`src/rtl/exec_core_pkg.sv`:
```
// Shared definitions for the exec_core sequencer and datapath.
package exec_core_pkg;

    typedef enum logic [3:0] {
        StIdle,
        StFetch,
        StDecode,
        StLoad1,
        StLoad2,
        StExec,
        StWrite,
        StNext,
        StHalt
    } state_e;

    // Halt opcode is all-ones; sliced down to the opcode width at the use site.
    localparam logic [63:0] HaltOpcodeAll = '1;

    // Field positions inside a line word {instr_addr, addr_wr, addr1, addr2}, in BUS_WIDTH units.
    localparam int unsigned LineInstr = 3;
    localparam int unsigned LineWr    = 2;
    localparam int unsigned LineAddr1 = 1;
    localparam int unsigned LineAddr2 = 0;

    function automatic logic ram_wait_state(state_e s);
        return (s == StLoad1) || (s == StLoad2) || (s == StWrite);
    endfunction

endpackage

```
`src/rtl/exec_core_if.sv`:
```
// RAM port bundle between exec_core (master) and the data RAM (slave).
interface exec_core_if #(
    parameter int unsigned DATA_WIDTH = 8,
    parameter int unsigned BUS_WIDTH  = 8
);
    logic                  ram_busy;
    logic [DATA_WIDTH-1:0] data_rd;
    logic                  ram_rd_en;
    logic                  ram_wr_en;
    logic [BUS_WIDTH-1:0]  addr_rd;
    logic [BUS_WIDTH-1:0]  addr_wr;
    logic [DATA_WIDTH-1:0] data_wr;

    modport master (
        input  ram_busy, data_rd,
        output ram_rd_en, ram_wr_en, addr_rd, addr_wr, data_wr
    );

    modport slave (
        output ram_busy, data_rd,
        input  ram_rd_en, ram_wr_en, addr_rd, addr_wr, data_wr
    );
endinterface

```
`src/rtl/exec_seq.sv`:
```
// Instruction sequencer FSM for exec_core.
// EXEC_CORE_RAM_WAIT_EN: when defined, RAM-facing states hold while ram_busy is high.
module exec_seq
    import exec_core_pkg::*;
(
    input  logic   clk,
    input  logic   rst,
    input  logic   start,
    input  logic   halt_op,
    input  logic   ram_busy,
    output state_e state
);

    logic stall;

`ifdef EXEC_CORE_RAM_WAIT_EN
    assign stall = ram_busy && ram_wait_state(state);
`else
    logic unused_ram_busy;
    assign unused_ram_busy = ram_busy;
    assign stall = 1'b0;
`endif

    always_ff @(posedge clk) begin
        if (rst) begin
            state <= StIdle;
        end else if (!stall) begin
            case (state)
                StIdle, StHalt: if (start) state <= StFetch;
                StFetch:        state <= StDecode;
                StDecode:       state <= StLoad1;
                StLoad1:        state <= StLoad2;
                StLoad2:        state <= halt_op ? StHalt : StExec;
                StExec:         state <= StWrite;
                StWrite:        state <= StNext;
                StNext:         state <= StFetch;
                default:        state <= StIdle;
            endcase
        end
    end

endmodule

```
`src/rtl/exec_core.sv`:
```
// Multi-cycle execution core: fetch line, load two operands, run ALU, write back, advance ip.
// EXEC_CORE_RAM_WAIT_EN: when defined, LOAD1/LOAD2/WRITE stall on ram_busy.
module exec_core
    import exec_core_pkg::*;
#(
    parameter int unsigned DATA_WIDTH   = 8,
    parameter int unsigned BUS_WIDTH    = 8,
    parameter int unsigned IP_WIDTH     = 8,
    parameter int unsigned OPCODE_WIDTH = 8,
    parameter int unsigned CTRL_BIT     = 6
) (
    input  logic                    clk,
    input  logic                    rst,
    input  logic                    start,
    output logic                    halted,
    input  logic [4*BUS_WIDTH-1:0]  line,
    output logic [IP_WIDTH-1:0]     ip,
    output logic                    line_mem_en,
    input  logic [OPCODE_WIDTH-1:0] opcode,
    output logic [BUS_WIDTH-1:0]    instr_addr,
    output logic                    instr_mem_en,
    exec_core_if.master             ram,
    output logic [OPCODE_WIDTH-1:0] opcode_alu,
    output logic [DATA_WIDTH-1:0]   value1,
    output logic [DATA_WIDTH-1:0]   value2,
    output logic                    alu_en,
    input  logic [DATA_WIDTH-1:0]   result,
    input  logic                    update_ip,
    output logic                    ip_update_en,
    output logic [15:0]             retired
);

    state_e                 state;
    logic [4*BUS_WIDTH-1:0] line_q;
    logic [BUS_WIDTH-1:0]   addr_rd_q, addr_rd_d;
    logic [BUS_WIDTH-1:0]   wr_field;
    logic [DATA_WIDTH-1:0]  result_q;
    logic                   br_q;
    logic                   halt_op;
    logic                   stall;
    logic                   ctrl;

    assign halt_op  = (opcode_alu == HaltOpcodeAll[OPCODE_WIDTH-1:0]);
    assign ctrl     = opcode_alu[CTRL_BIT];
    assign wr_field = line_q[LineWr*BUS_WIDTH +: BUS_WIDTH];

`ifdef EXEC_CORE_RAM_WAIT_EN
    assign stall = ram.ram_busy && ram_wait_state(state);
`else
    assign stall = 1'b0;
`endif

    exec_seq u_seq (
        .clk      (clk),
        .rst      (rst),
        .start    (start),
        .halt_op  (halt_op),
        .ram_busy (ram.ram_busy),
        .state    (state)
    );

    // In DECODE the line word is still on the input; later states use the registered copy.
    always_comb begin
        addr_rd_d  = addr_rd_q;
        instr_addr = line_q[LineInstr*BUS_WIDTH +: BUS_WIDTH];
        if (state == StDecode) begin
            addr_rd_d  = line[LineAddr1*BUS_WIDTH +: BUS_WIDTH];
            instr_addr = line[LineInstr*BUS_WIDTH +: BUS_WIDTH];
        end else if (state == StLoad1) begin
            addr_rd_d = line_q[LineAddr2*BUS_WIDTH +: BUS_WIDTH];
        end
    end

    assign halted        = (state == StHalt);
    assign line_mem_en   = (state == StFetch);
    assign instr_mem_en  = (state == StDecode);
    assign alu_en        = (state == StExec);
    assign ram.ram_rd_en = (state == StDecode) || (state == StLoad1);
    assign ram.ram_wr_en = (state == StWrite) && !ctrl;
    assign ip_update_en  = (state == StWrite) && ctrl;
    assign ram.addr_rd   = addr_rd_d;
    assign ram.addr_wr   = wr_field;
    assign ram.data_wr   = result_q;

    logic unused_line_q_addr1;
    assign unused_line_q_addr1 = ^line_q[LineAddr1*BUS_WIDTH +: BUS_WIDTH];

    always_ff @(posedge clk) begin
        if (rst) begin
            ip         <= '0;
            value1     <= '0;
            value2     <= '0;
            opcode_alu <= '0;
            addr_rd_q  <= '0;
            line_q     <= '0;
            result_q   <= '0;
            br_q       <= 1'b0;
            retired    <= '0;
        end else begin
            addr_rd_q <= addr_rd_d;
            case (state)
                StDecode: line_q <= line;
                StLoad1: if (!stall) begin
                    opcode_alu <= opcode;
                    value1     <= ram.data_rd;
                end
                StLoad2: if (!stall) value2 <= ram.data_rd;
                StExec: begin
                    result_q <= result;
                    br_q     <= update_ip;
                end
                StNext: begin
                    ip      <= (br_q && ctrl) ? IP_WIDTH'(wr_field) : ip + IP_WIDTH'(1);
                    retired <= retired + 16'd1;
                end
                default: ;
            endcase
        end
    end

endmodule

```
`src/flat_wrapper.sv`:
```
// flat-port wrapper written by rule: the top's interface ports become plain ports
module exec_core_flat import exec_core_pkg::*;
#(
    parameter int unsigned DATA_WIDTH   = 8,
    parameter int unsigned BUS_WIDTH    = 8,
    parameter int unsigned IP_WIDTH     = 8,
    parameter int unsigned OPCODE_WIDTH = 8,
    parameter int unsigned CTRL_BIT     = 6
)
  (clk, rst, start, halted, line, ip, line_mem_en, opcode, instr_addr, instr_mem_en, opcode_alu, value1, value2, alu_en, result, update_ip, ip_update_en, retired, ram_ram_busy, ram_data_rd, ram_ram_rd_en, ram_ram_wr_en, ram_addr_rd, ram_addr_wr, ram_data_wr);
  exec_core_if #(.DATA_WIDTH(DATA_WIDTH), .BUS_WIDTH(BUS_WIDTH)) ram_i ();
  input  logic clk;
  input  logic rst;
  input  logic start;
  output logic halted;
  input  logic [4*BUS_WIDTH-1:0] line;
  output logic [IP_WIDTH-1:0] ip;
  output logic line_mem_en;
  input  logic [OPCODE_WIDTH-1:0] opcode;
  output logic [BUS_WIDTH-1:0] instr_addr;
  output logic instr_mem_en;
  output logic [OPCODE_WIDTH-1:0] opcode_alu;
  output logic [DATA_WIDTH-1:0] value1;
  output logic [DATA_WIDTH-1:0] value2;
  output logic alu_en;
  input  logic [DATA_WIDTH-1:0] result;
  input  logic update_ip;
  output logic ip_update_en;
  output logic [15:0] retired;
  input wire logic [$bits(ram_i.ram_busy)-1:0] ram_ram_busy;
  input wire logic [$bits(ram_i.data_rd)-1:0] ram_data_rd;
  output wire logic [$bits(ram_i.ram_rd_en)-1:0] ram_ram_rd_en;
  output wire logic [$bits(ram_i.ram_wr_en)-1:0] ram_ram_wr_en;
  output wire logic [$bits(ram_i.addr_rd)-1:0] ram_addr_rd;
  output wire logic [$bits(ram_i.addr_wr)-1:0] ram_addr_wr;
  output wire logic [$bits(ram_i.data_wr)-1:0] ram_data_wr;
  assign ram_i.ram_busy = ram_ram_busy;
  assign ram_i.data_rd = ram_data_rd;
  assign ram_ram_rd_en = ram_i.ram_rd_en;
  assign ram_ram_wr_en = ram_i.ram_wr_en;
  assign ram_addr_rd = ram_i.addr_rd;
  assign ram_addr_wr = ram_i.addr_wr;
  assign ram_data_wr = ram_i.data_wr;
  exec_core #(.DATA_WIDTH(DATA_WIDTH), .BUS_WIDTH(BUS_WIDTH), .IP_WIDTH(IP_WIDTH), .OPCODE_WIDTH(OPCODE_WIDTH), .CTRL_BIT(CTRL_BIT)) u_core (.clk(clk), .rst(rst), .start(start), .halted(halted), .line(line), .ip(ip), .line_mem_en(line_mem_en), .opcode(opcode), .instr_addr(instr_addr), .instr_mem_en(instr_mem_en), .ram(ram_i), .opcode_alu(opcode_alu), .value1(value1), .value2(value2), .alu_en(alu_en), .result(result), .update_ip(update_ip), .ip_update_en(ip_update_en), .retired(retired));
endmodule
```
`config.mk`:
```
export PLATFORM = sky130hd
export DESIGN_NAME = exec_core_flat
export DESIGN_NICKNAME = d
export VERILOG_FILES = /design/src/rtl/exec_core_pkg.sv /design/src/rtl/exec_core_if.sv /design/src/rtl/exec_seq.sv /design/src/rtl/exec_core.sv /design/src/flat_wrapper.sv
export SDC_FILE = /design/constraint.sdc
export NUM_CORES = 1
export LEC_CHECK = 0
export CORE_MARGIN = 1
export CORE_UTILIZATION = 45
export CTS_BUF_LIST = sky130_fd_sc_hd__clkbuf_8
export DETAILED_ROUTE_END_ITERATION = 8
export PLACE_DENSITY = 0.84
export SLEW_MARGIN = 20
export SYNTH_ARGS = -nofsm -noshare
export SYNTH_HDL_FRONTEND = slang
export SYNTH_SLANG_ARGS = --single-unit
```
`constraint.sdc`:
```
create_clock -name clk -period 2.5 [get_ports clk]
set_input_delay 0.75 -clock clk [delete_from_list [all_inputs] [get_ports clk]]
set_output_delay 0.75 -clock clk [all_outputs]
set_load 0.005 [all_outputs]
```
==> results.py <==
metrics = {
    "global_routing": {
        "first_global_vias": 3710,
        "grt_antenna_before_repair": 0,
        "grt_pass1_wl_um": 17400,
        "grt.total_usage_pct": 24.4,
        "pin_count_of_the_biggest_net_entering_global_routing": 40,
        "grt.overflow.total": 0,
    },
    "timing": {
        "final-hold-violation-count": 0,
        "timing.fmax_ghz": 0.408,
        "slew-limit-headroom_pct": 57.2,
        "rsz0062_at_grt": "no",
        "worstMarginPinSlew_ps": 639,
        "setup_slack_ps": 51.3,
        "timing.final.crit_share_pct": 97.9,
        "final-setup-viol-count": 0,
        "worst_clock_skew_ps": 13.4,
        "final_max_slew_viol_count": 0,
        "timing.final.crit_period_ps": 2450,
    },
    "detailed_routing": {
        "drt_iter0_drc": 120,
        "drt.antenna.violating_nets": 0,
        "detailroute.via_count": 3837,
        "viasPerCell": 5.23,
        "avgRoutedWirePerCell_um": 14.8,
        "drt_first_pass_iters": 4,
        "drt_drc": 0,
        "wirelength_um": 10800,
    },
    "critical_path": {
        "critPathBufInv": 2,
        "category_of_cells_accounting_for_the_largest_share_of_critical_path_delay": "buffers and inverters",
        "crit_type": "in -> out",
        "worst_r2r_path_depth": 5,
        "worstSetupPathDepth": 4,
        "worst_setup_path_end_kind": "primary output",
        "worstSetupStartpointType": "primary input",
        "cells_along_the_critical_path": "clkdlybuf4s50_1, mux2i_1, a21oi_1, dlygate4sd2_1",
        "critical_path_required_ps": 1750,
        "path_max_fanout": 2,
        "cp_slowest_stage_delay_ps": 460,
        "critical_path.slowest_cell": "clkdlybuf4s50_1",
        "worst-endpoint-arrival_ps": 1700,
    },
    "floorplan": {
        "floorplan.die_area_um2": 9080,
        "start_util_pct": 47.2,
        "row_count": 33,
        "number_of_top_level_pins": 148,
        "die_y_um": 95.3,
        "die_w_um": 95.3,
        "core_area_um2": 8300,
    },
    "synthesis": {
        "ys_ff_latch": 93,
        "syn_avg_cell_area_um2": 8.16,
        "synth_enable_flop_cells": 0,
        "synth_cell_type_count": 44,
        "syn-num-nets": 543,
        "yosys_warnings": 0,
        "async_flop_share_pct": 0,
        "syn-cell-area_um2": 3920,
        "prevailing_post_synth_register_cell": "dfxtp_1",
        "yosys.area.top_type_share_pct": 47.5,
        "synthCells": 480,
        "main_area_contributors_after_synthesis": "dfxtp_1 (48%), nand2_1 (11%), a21oi_1 (9.2%)",
        "ys_seq_area_share_pct": 47.5,
        "yosys.area.top_type": "dfxtp_1",
    },
    "layout": {
        "area_delta_synth_final_pct": 45.1,
        "final_net_count": 687,
        "drive_above_1_share_pct": 12.1,
        "fin_area_um2": 5680,
        "antenna-diode-count": 0,
    },
    "placed_design": {
        "placement.io_buffers": 146,
        "place.detailed.hpwl_um": 7670,
        "preCtsSetupSlack_ps": -287,
        "detailed_place.area_um2": 5430,
        "gp_congestion": 0.842,
    },
    "clock_tree": {
        "clock_tree.root_cell": "clkbuf_8",
        "cts_tree": "done",
        "cts.htree.levels": 3,
        "cts-root-to-sink-buffers": 2,
        "worstSkewPairLatency_ps": 350,
        "clock_sinks": 93,
        "tritoncts.num_buffers": 9,
        "cts.reportedPaths.clkPinSlew_ps": 90,
    },
    "pwr": {
        "p_int_mw": 2.37,
        "irDropWorstVdd_mv": 0.450,
        "pwr-share-clk_pct": 26.6,
        "seq_power_share_pct": 49.0,
        "power.switching_fraction_pct": 28.6,
        "power_density_over_cell_area_nw_per_um2": 585,
        "total_leakage_power_nw": 2.11,
        "total_power_mw": 3.32,
        "switching_power_mw": 0.950,
        "proportion_of_power_drawn_by_combinational_gates_pct": 24.4,
    },
    "hold_path": {
        "min_path_cells": 2,
        "worst_hold_path_type": "reg -> reg",
    },
    "status": {
        "status": "finished, final reports clean",
    },
    "run": {
        "drv_cap": 0,
    },
}
## per-layer routing
layer  global-route usage (%)  part of all wire [%]
met1                     29.2                    41
met2                     41.8                    50
met3                     6.62                   7.0
met4                     8.84                   2.2
met5                        0                     0
## cells by family after synthesis
| kind of cell | after synthesis | share of synthesized area, % |
|---|---|---|
| AOI/OAI and AO/OA | 98 | 13.4 |
| and+or+nand+nor | 215 | 25.8 |
| buffers and inverters | 44 | 5.62 |
| xor gates and xnor gates | 11 | 2.46 |
| DFF | 93 | 47.5 |
| muxes | 17 | 4.60 |
| adders and majority gates | 2 | 0.639 |
## cell type report
class,count,area (µm²)
Fill cell,675,2620
Multi-Input combinational cell,343,1890
Sequential cell,93,1870
Timing Repair Buffer,170,1600
Tap cell,105,131
Clock buffer,9,124
Clock inverter,7,45.0
Inverter,6,27.5
Timing Repair inverter,1,6.26
## cells in the final DEF (no fill, tap or decap), types with 8 or more instances in the layout
cell type / instances
o21ai_0: 12
nor2_1: 26
a21oi_1: 69
nand4_1: 8
mux2i_1: 9
dlygate4sd2_1: 10
nor2b_1: 17
clkbuf_8: 9
dfxtp_1: 89
buf_4: 21
nand2_1: 114
nand3_1: 10
clkdlybuf4s50_1: 122
## state kept, by name (all words and copies together) (netlist names)
register	flops
u_core.opcode_alu	8
u_core.u_seq.state	4
u_core.br_q	1
u_core.ip	8
u_core.line_q	24
u_core.addr_rd_q	8
u_core.value2	8
u_core.value1	8
u_core.ram.data_wr	8
u_core.retired	16
## tightest hold or removal path, stage by stage, from the launching register on
cell and delay [ps]:
dfxtp_1 320, nand2_1 50, a21oi_1 50
## worst paths after layout
kind | startpoint | to | slack, ps
worst max-delay path | line[13] | ram_addr_rd[5] | 50
worst min-delay path | u_core.ram.data_wr[2] | u_core.ram.data_wr[2] | 460
worst max register to register | u_core.u_seq.state[0] | u_core.retired[15] | 530
worst min register to register | u_core.ram.data_wr[2] | u_core.ram.data_wr[2] | 460
## per-stage QoR
| step | hold slack, ps | instances | util, % | setup TNS [ps] |
|---|---|---|---|---|
| 4_1_cts | 462 | 736 | 68.7 | -84.7 |
| 6_report | 459 | 734 | 68.5 | 0 |
| 3_3_place_gp | 443 | 709 | 65.4 | -2670 |
| 2_1_floorplan | 436 | 480 | - | 0 |
| 3_5_place_dp | 449 | 709 | 65.4 | -2920 |
| 5_1_grt | 483 | 734 | 68.5 | 0 |
## Yosys cell counts, types with 4 or more instances
cell type	n
a21oi_1	72
buf_2	5
buf_4	11
clkbuf_1	21
dfxtp_1	93
inv_1	4
mux2_2	6
mux2i_1	9
nand2_1	114
nand2b_1	5
nand3_1	10
nand4_1	8
nor2_1	26
nor2b_1	17
nor3_1	8
nor4_1	4
o21ai_0	12
or3_1	7
xnor2_1	7
xor2_1	4
## power by group through the flow
stage | clock network, mW | logic [mW] | registers (mW)
4_1_cts | 0.906 | 0.816 | 1.63
2_1_floorplan | 0 | 0.389 | 1.65
3_5_place_dp | 0 | 0.775 | 1.66
6_report | 0.884 | 0.813 | 1.63
3_3_place_gp | 0 | 0.755 | 1.65
5_1_grt | 0.968 | 0.885 | 1.64
## repair_timing
action                     in CTS  in global routing
gates resized for setup        59                 18
cloned                          1                  0
setup buffers                  10                  1
setup endpoints to repair      21                 13
pin swaps                       7                  4
hold buffers                    0                  0
No activity file was read; power rests on OpenSTA's default activity.
